### src/rtl/gram_matrix_2x2_if.sv
// Stream interface between the channel-column feeder, the Gram accumulator and the 2x2 inverter.
// The slave side is the accumulator; the master side is the test/upstream/downstream environment.
interface gram_matrix_2x2_if #(
  parameter int DATA_W = 16,
  parameter int ACC_W  = 64
);
  logic                     in_valid;
  logic                     in_ready;
  logic signed [DATA_W-1:0] h0;
  logic signed [DATA_W-1:0] h1;
  logic                     out_valid;
  logic                     out_ready;
  logic        [ACC_W-1:0]  g_0;
  logic        [ACC_W-1:0]  g_1;
  logic        [ACC_W-1:0]  g_2;
  logic        [ACC_W-1:0]  g_3;

  modport slave (
    input  in_valid, h0, h1, out_ready,
    output in_ready, out_valid, g_0, g_1, g_2, g_3
  );

  modport master (
    output in_valid, h0, h1, out_ready,
    input  in_ready, out_valid, g_0, g_1, g_2, g_3
  );
endinterface

### src/rtl/gram_matrix_2x2.sv
// Accumulates G = H*H^T over N_ANT channel columns and presents it row-major to the 2x2 inverter.
// Define GRAM_REG_EN to add LAMBDA to both diagonal terms (MMSE regularisation).
module gram_matrix_2x2 #(
  parameter int          DATA_W = 16,
  parameter int          N_ANT  = 4,
  parameter int          ACC_W  = 64,
  parameter int unsigned LAMBDA = 0
) (
  input  logic              clk,
  input  logic              reset,
  gram_matrix_2x2_if.slave  bus,
  output logic              busy
);

  typedef enum logic [1:0] {IDLE, ACCUM, OUT} state_e;

  localparam int          PROD_W = 2 * DATA_W;
  localparam int          EXT_W  = ACC_W - PROD_W;
  localparam logic [15:0] N_LAST = 16'(N_ANT);

  state_e state_q, state_d;
  logic [15:0] cnt_q, cnt_d;
  logic signed [ACC_W-1:0] acc00_q, acc00_d, acc01_q, acc01_d, acc11_q, acc11_d;
  logic signed [ACC_W-1:0] g00_q, g00_d, g01_q, g01_d, g11_q, g11_d;

  logic signed [DATA_W-1:0] h0_s, h1_s;
  logic signed [PROD_W-1:0] p00, p01, p11;
  logic signed [ACC_W-1:0]  x00, x01, x11;
  logic signed [ACC_W-1:0]  sum00, sum01, sum11;
  logic                     beat, last_beat;

  assign h0_s = bus.h0;
  assign h1_s = bus.h1;
  assign p00  = h0_s * h0_s;
  assign p01  = h0_s * h1_s;
  assign p11  = h1_s * h1_s;
  assign x00  = {{EXT_W{p00[PROD_W-1]}}, p00};
  assign x01  = {{EXT_W{p01[PROD_W-1]}}, p01};
  assign x11  = {{EXT_W{p11[PROD_W-1]}}, p11};

  // The first beat of a matrix starts from zero so stale sums never leak into a new matrix.
  assign sum00 = ((state_q == IDLE) ? '0 : acc00_q) + x00;
  assign sum01 = ((state_q == IDLE) ? '0 : acc01_q) + x01;
  assign sum11 = ((state_q == IDLE) ? '0 : acc11_q) + x11;

  assign beat      = bus.in_valid & bus.in_ready;
  assign last_beat = beat && ((cnt_q + 16'd1) == N_LAST);

  always_ff @(posedge clk or negedge reset) begin
    if (!reset) state_q <= IDLE;
    else        state_q <= state_d;
  end

  always_comb begin
    state_d = state_q;
    case (state_q)
      IDLE:    if (beat) state_d = last_beat ? OUT : ACCUM;
      ACCUM:   if (last_beat) state_d = OUT;
      OUT:     if (bus.out_ready) state_d = IDLE;
      default: state_d = IDLE;
    endcase
  end

  always_comb begin
    cnt_d   = cnt_q;
    acc00_d = acc00_q;
    acc01_d = acc01_q;
    acc11_d = acc11_q;
    g00_d   = g00_q;
    g01_d   = g01_q;
    g11_d   = g11_q;
    if (beat) begin
      cnt_d   = cnt_q + 16'd1;
      acc00_d = sum00;
      acc01_d = sum01;
      acc11_d = sum11;
    end
    if (last_beat) begin
`ifdef GRAM_REG_EN
      g00_d = sum00 + ACC_W'(LAMBDA);
      g11_d = sum11 + ACC_W'(LAMBDA);
`else
      g00_d = sum00;
      g11_d = sum11;
`endif
      g01_d = sum01;
    end
    if ((state_q == OUT) && bus.out_ready) cnt_d = '0;
  end

  always_ff @(posedge clk or negedge reset) begin
    if (!reset) begin
      cnt_q   <= '0;
      acc00_q <= '0;
      acc01_q <= '0;
      acc11_q <= '0;
      g00_q   <= '0;
      g01_q   <= '0;
      g11_q   <= '0;
    end else begin
      cnt_q   <= cnt_d;
      acc00_q <= acc00_d;
      acc01_q <= acc01_d;
      acc11_q <= acc11_d;
      g00_q   <= g00_d;
      g01_q   <= g01_d;
      g11_q   <= g11_d;
    end
  end

  // in_ready is gated by reset so nothing is taken while the block is held in reset.
  always_comb begin
    bus.in_ready  = reset && (state_q != OUT);
    bus.out_valid = (state_q == OUT);
    busy          = (state_q != IDLE);
    bus.g_0       = g00_q;
    bus.g_1       = g01_q;
    bus.g_2       = g01_q;
    bus.g_3       = g11_q;
  end

endmodule

### src/flat_wrapper.sv
// flat-port wrapper written by rule: the top's interface ports become plain ports
module gram_matrix_2x2_flat 
#(
  parameter int          DATA_W = 16,
  parameter int          N_ANT  = 4,
  parameter int          ACC_W  = 64,
  parameter int unsigned LAMBDA = 0
)
  (clk, reset, busy, bus_in_valid, bus_h0, bus_h1, bus_out_ready, bus_in_ready, bus_out_valid, bus_g_0, bus_g_1, bus_g_2, bus_g_3);
  gram_matrix_2x2_if #(.DATA_W(DATA_W), .ACC_W(ACC_W)) bus_i ();
  input  logic clk;
  input  logic reset;
  output logic busy;
  input wire logic [$bits(bus_i.in_valid)-1:0] bus_in_valid;
  input wire logic [$bits(bus_i.h0)-1:0] bus_h0;
  input wire logic [$bits(bus_i.h1)-1:0] bus_h1;
  input wire logic [$bits(bus_i.out_ready)-1:0] bus_out_ready;
  output wire logic [$bits(bus_i.in_ready)-1:0] bus_in_ready;
  output wire logic [$bits(bus_i.out_valid)-1:0] bus_out_valid;
  output wire logic [$bits(bus_i.g_0)-1:0] bus_g_0;
  output wire logic [$bits(bus_i.g_1)-1:0] bus_g_1;
  output wire logic [$bits(bus_i.g_2)-1:0] bus_g_2;
  output wire logic [$bits(bus_i.g_3)-1:0] bus_g_3;
  assign bus_i.in_valid = bus_in_valid;
  assign bus_i.h0 = bus_h0;
  assign bus_i.h1 = bus_h1;
  assign bus_i.out_ready = bus_out_ready;
  assign bus_in_ready = bus_i.in_ready;
  assign bus_out_valid = bus_i.out_valid;
  assign bus_g_0 = bus_i.g_0;
  assign bus_g_1 = bus_i.g_1;
  assign bus_g_2 = bus_i.g_2;
  assign bus_g_3 = bus_i.g_3;
  gram_matrix_2x2 #(.DATA_W(DATA_W), .N_ANT(N_ANT), .ACC_W(ACC_W), .LAMBDA(LAMBDA)) u_core (.clk(clk), .reset(reset), .bus(bus_i), .busy(busy));
endmodule
### config.mk
export PLATFORM = sky130hd
export DESIGN_NAME = gram_matrix_2x2_flat
export DESIGN_NICKNAME = d
export VERILOG_FILES = /design/src/rtl/gram_matrix_2x2_if.sv /design/src/rtl/gram_matrix_2x2.sv /design/src/flat_wrapper.sv
export SDC_FILE = /design/constraint.sdc
export NUM_CORES = 2
export LEC_CHECK = 0
export ABC_AREA = 0
export ABC_CLOCK_PERIOD_IN_PS = 7050
export BUFFER_PORTS_ARGS = -buffer_cell sky130_fd_sc_hd__buf_2
export CAP_MARGIN = 20
export CELL_PAD_IN_SITES_DETAIL_PLACEMENT = 2
export CELL_PAD_IN_SITES_GLOBAL_PLACEMENT = 2
export CORE_MARGIN = 1
export CORE_UTILIZATION = 40
export CTS_CLUSTER_DIAMETER = 30
export DETAILED_ROUTE_END_ITERATION = 10
export GPL_ROUTABILITY_DRIVEN = 0
export PLACE_DENSITY_LB_ADDON = 0.25
export SETUP_SLACK_MARGIN = 0.5
export SKIP_LAST_GASP = 1
export SLEW_MARGIN = 15
export SYNTH_ARGS = -nofsm -noshare
export SYNTH_HDL_FRONTEND = slang
export SYNTH_SLANG_ARGS = --single-unit
### constraint.sdc
create_clock -name clk -period 7.05 [get_ports clk]
set_clock_uncertainty 0.1 [all_clocks]
set_input_delay 1.0575 -clock clk [delete_from_list [all_inputs] [get_ports clk]]
set_output_delay 1.0575 -clock clk [all_outputs]
set_load 0.01 [all_outputs]
==> reports/summary.txt, run 1 <==
Status = stopped before the end
Failing step = 4_1_cts
First Err = [ERROR DPL-0033] detailed placement checks failed during check placement.
Starting Density = 0.405
Simple-gate share of the synthesized area = 0.163
Main combinational cell family by area after synthesis = adder cells
Register bit total from synthesis = 402
Cell with the most instances after synthesis = inv_1
CTS H-tree depth = 3
Synth Area in Adders = 0.362
Dpl ws = -4.07 ns
# port buffers = 294
Post-synth EDFFs = 0
Cells after Synth = 6377
Top post-synthesis cells by count = inv_1, nand2_1, fa_1
CTS Sinks = 402
Mux share of post-synthesis cell area = 0.00772
CTS Hold Bufs = 0
CTS buffer count = 95
I/O pin total = 295
Post-synthesis sequential area ratio = 0.183
DP HPWL = 207000 µm
Library cells used by synthesis = 109
CTS root buf = clkbuf_16
Synth top area share = 0.266
Post-synthesis xor/xnor area fraction = 0.0527
Post-CTS setup buffers = 152
Syn nets = 7563
CTS max path bufs = 3
Ys flop type = dfrtp_1
FP Rows = 135
Asr flop ratio synth = 1.00
Post-CTS Resized = 779
Post-DP Area = 66900 µm²
Area contributors post-synth = fa_1, dfrtp_1, ha_1, inv_1, nand2_1
Die Y = 373 µm
Mean Syn Cell Area = 8.62 µm²
Post-Synthesis Cell Area = 54900 µm²
Post-synth top area cell = fa_1
Compound-cell area share of the yosys netlist = 0.136
Synth warn = 0
Die X = 373 µm
-- per-stage QoR --
step                      setup TNS (ns)  utilization  instances
after detailed placement         -940.11        0.493       9273
after global placement           -733.46        0.493       9273
after floorplan                  -443.90            -       6377
-- kinds of logic after synthesis --
family / count (synthesis)
and+or+nand+nor: 1929
DFF: 402
xor gates and xnor gates: 326
adders and majority gates: 1150
muxes: 40
buffers and inverters: 1341
AOI/OAI and AO/OA: 1189
==> run 2, diff against run 1 <==
--- a/config.mk
+++ b/config.mk
@@ -9,15 +9,11 @@
 export ABC_CLOCK_PERIOD_IN_PS = 7050
 export BUFFER_PORTS_ARGS = -buffer_cell sky130_fd_sc_hd__buf_2
 export CAP_MARGIN = 20
-export CELL_PAD_IN_SITES_DETAIL_PLACEMENT = 2
-export CELL_PAD_IN_SITES_GLOBAL_PLACEMENT = 2
 export CORE_MARGIN = 1
 export CORE_UTILIZATION = 40
-export CTS_CLUSTER_DIAMETER = 30
 export DETAILED_ROUTE_END_ITERATION = 10
 export GPL_ROUTABILITY_DRIVEN = 0
-export PLACE_DENSITY_LB_ADDON = 0.25
-export SETUP_SLACK_MARGIN = 0.5
+export PLACE_DENSITY_LB_ADDON = 0.15
 export SKIP_LAST_GASP = 1
 export SLEW_MARGIN = 15
 export SYNTH_ARGS = -nofsm -noshare
==> reports/summary.txt, run 2 <==
Status = complete, but fails checks
Failing checks = setup timing
DP HPWL = 132000 µm
Post-synth EDFFs = 0
I/O pin total = 295
Violation count after the first detailed-route iteration = 2695
CTS max path bufs = 3
Die X = 373 µm
Slew @ Worst Pin = 0.958 ns
CP Launch Type = input port
Compound-cell area share of the yosys netlist = 0.136
Critical path's slowest cell = fa_1
Area contributors post-synth = fa_1, dfrtp_1, ha_1, inv_1, nand2_1
Ys flop type = dfrtp_1
FP Rows = 135
# port buffers = 294
Asr flop ratio synth = 1.00
CTS root buf = clkbuf_16
Post-Synthesis Cell Area = 54900 µm²
CP Launch Point = bus_h1[13]
Synth Area in Adders = 0.362
Post-synthesis sequential area ratio = 0.183
Via count = 47.6k
Register bit total from synthesis = 402
Pre-antenna DRT Iters = 5
First-pass GRT wire length = 267000 µm
CP max stage delay = 0.61 ns
Syn nets = 7563
Antenna Nets Post-Route = 0
Max-slew violation count = 0
Total GRT Usage = 0.238
Cell mode on critical path = fa_1
Die Y = 373 µm
Area Growth Syn to Fin = 33.4%
Worst path arrival time = 9.76 ns
Vias/cell = 5.03
Final Hold Slack = 0.294 ns
RSZ-0062 raised after global routing = true
CP max FO = 6
Die ar. = 139000 µm²
CTS buffer count = 46
Mean Syn Cell Area = 8.62 µm²
Top post-synthesis cells by count = inv_1, nand2_1, fa_1
Final Util = 0.540
Starting Density = 0.405
Commonest cells after routing, fill and taps aside = buf_4, inv_1, nand2_1, fa_1, dfrtp_1
DRC = 0
DP Cell Count = 9252
Main combinational cell family by area after synthesis = adder cells
Total grt overflow = 0
Vias in the first global route = 48.6k
Cell with the most instances after synthesis = inv_1
Reg2reg start = u_core.state_q[1]
CTS Hold Bufs = 0
Final hold viol count = 0
Cells after Synth = 6377
Synth warn = 0
Setup_tns = -448.21 ns
Simple-gate share of the synthesized area = 0.163
Routed WL = 167000 µm
Required time worst endpoint = 7.44 ns
# fillers = 12.6k
Library cells used by synthesis = 109
FMAX = 107 MHz
WL per Instance = 17.6 µm
Post-synth top area cell = fa_1
Post-synthesis xor/xnor area fraction = 0.0527
Worst-Skew Late Latency = 0.62 ns
Mux share of post-synthesis cell area = 0.00772
CTS H-tree depth = 2
Pin count of the biggest net entering global routing = 189
Setup ws final = -2.31 ns
Core area = 136000 µm²
Worst-path clk slew = 0.07 ns
Fin nets = 8826
CTS tree = yes
Period minus WS final = 9.36 ns
WS Path Type = input port to flop
Max Cap Viol = 0
Synth top area share = 0.266
Initial antenna violation count = 1
Worst min-delay path class = input port to asynchronous set/reset pin
CP Capture Type = flop
Final setup vio count = 303
Final period util = 1.33
Layout cell share with drive strength beyond 1 = 0.297
CTS Sinks = 402
Commonest non-fill, non-tap cell in the layout = buf_4
Non-filler cells, final = 9459
Max-slew headroom = 0.361
## run 2: metal layers
| layer | global-route usage | share of wire |
|---|---|---|
| met5 | 0 | 0 |
| met4 | 0.0465 | 0.021 |
| met3 | 0.0181 | 0.039 |
| met2 | 0.389 | 0.47 |
| met1 | 0.346 | 0.47 |
## run 2: area by class of cell
type / count / area [µm²] / area share
timing repair buffer: 1562 / 12100 / 0.166
multi-input combinational: 4634 / 43400 / 0.592
inverter: 994 / 3750 / 0.0512
clock buffer: 64 / 1350 / 0.0184
sequential: 402 / 10100 / 0.137
tap: 1781 / 2230 / 0.0304
clock inverter: 19 / 350 / 0.00478
antenna: 3 / 7.51 / 0.000102
## run 2: repair_timing
action / 4_1_cts / 5_1_grt
pin swaps: 92 / 265
resized for setup: 206 / 646
buffers inserted: 34 / 95
setup endpoints to repair: 303 / 312
cloned: 1 / 6
## run 2: worst paths after layout
path / endpoint / slack [ns] / depth (start not counted)
worst max-delay path: u_core.acc01_q[63] / -2.31 / 38
worst min-delay path: u_core.bus.g_3[47] / 0.29 / 1
worst max register to register: u_core.acc11_q[62] / 1.38 / 23
worst min register to register: u_core.bus.g_0[10] / 0.37 / 2
max in group asynchronous: u_core.acc01_q[49] / 3.96 / 4
min in group clk: u_core.bus.g_0[10] / 0.37 / 2
## run 2: metrics by stage
stage / area, µm² / worst slack (ns)
4_1_cts: 69600 / -2.27
6_report: 73300 / -2.31
5_1_grt: 73300 / -2.63
2_1_floorplan: 56100 / -2.50
3_3_place_gp: 66600 / -3.26
3_5_place_dp: 66700 / -3.37
## run 2: critical path: cells and delay by family
family | cells | cell delay [ns]
adders and majority gates | 8 | 3.63
AOI/OAI and AO/OA | 13 | 2.39
and+or+nand+nor | 10 | 1.62
buffers and inverters | 5 | 0.60
muxes | 1 | 0.27
xor gates and xnor gates | 1 | 0.14
## run 2: cell families (layout without fill, tap and decap cells)
kind of cell,count (synthesis),count (layout)
and+or+nand+nor,1929,1929
AOI/OAI and AO/OA,1189,1189
other,0,3
muxes,40,40
DFF,402,402
buffers and inverters,1341,2639
adders and majority gates,1150,1150
xor gates and xnor gates,326,326
Power of run 2 is not shown: default switching activity piles up to over one toggle a cycle in this logic, so the estimate is an artifact.
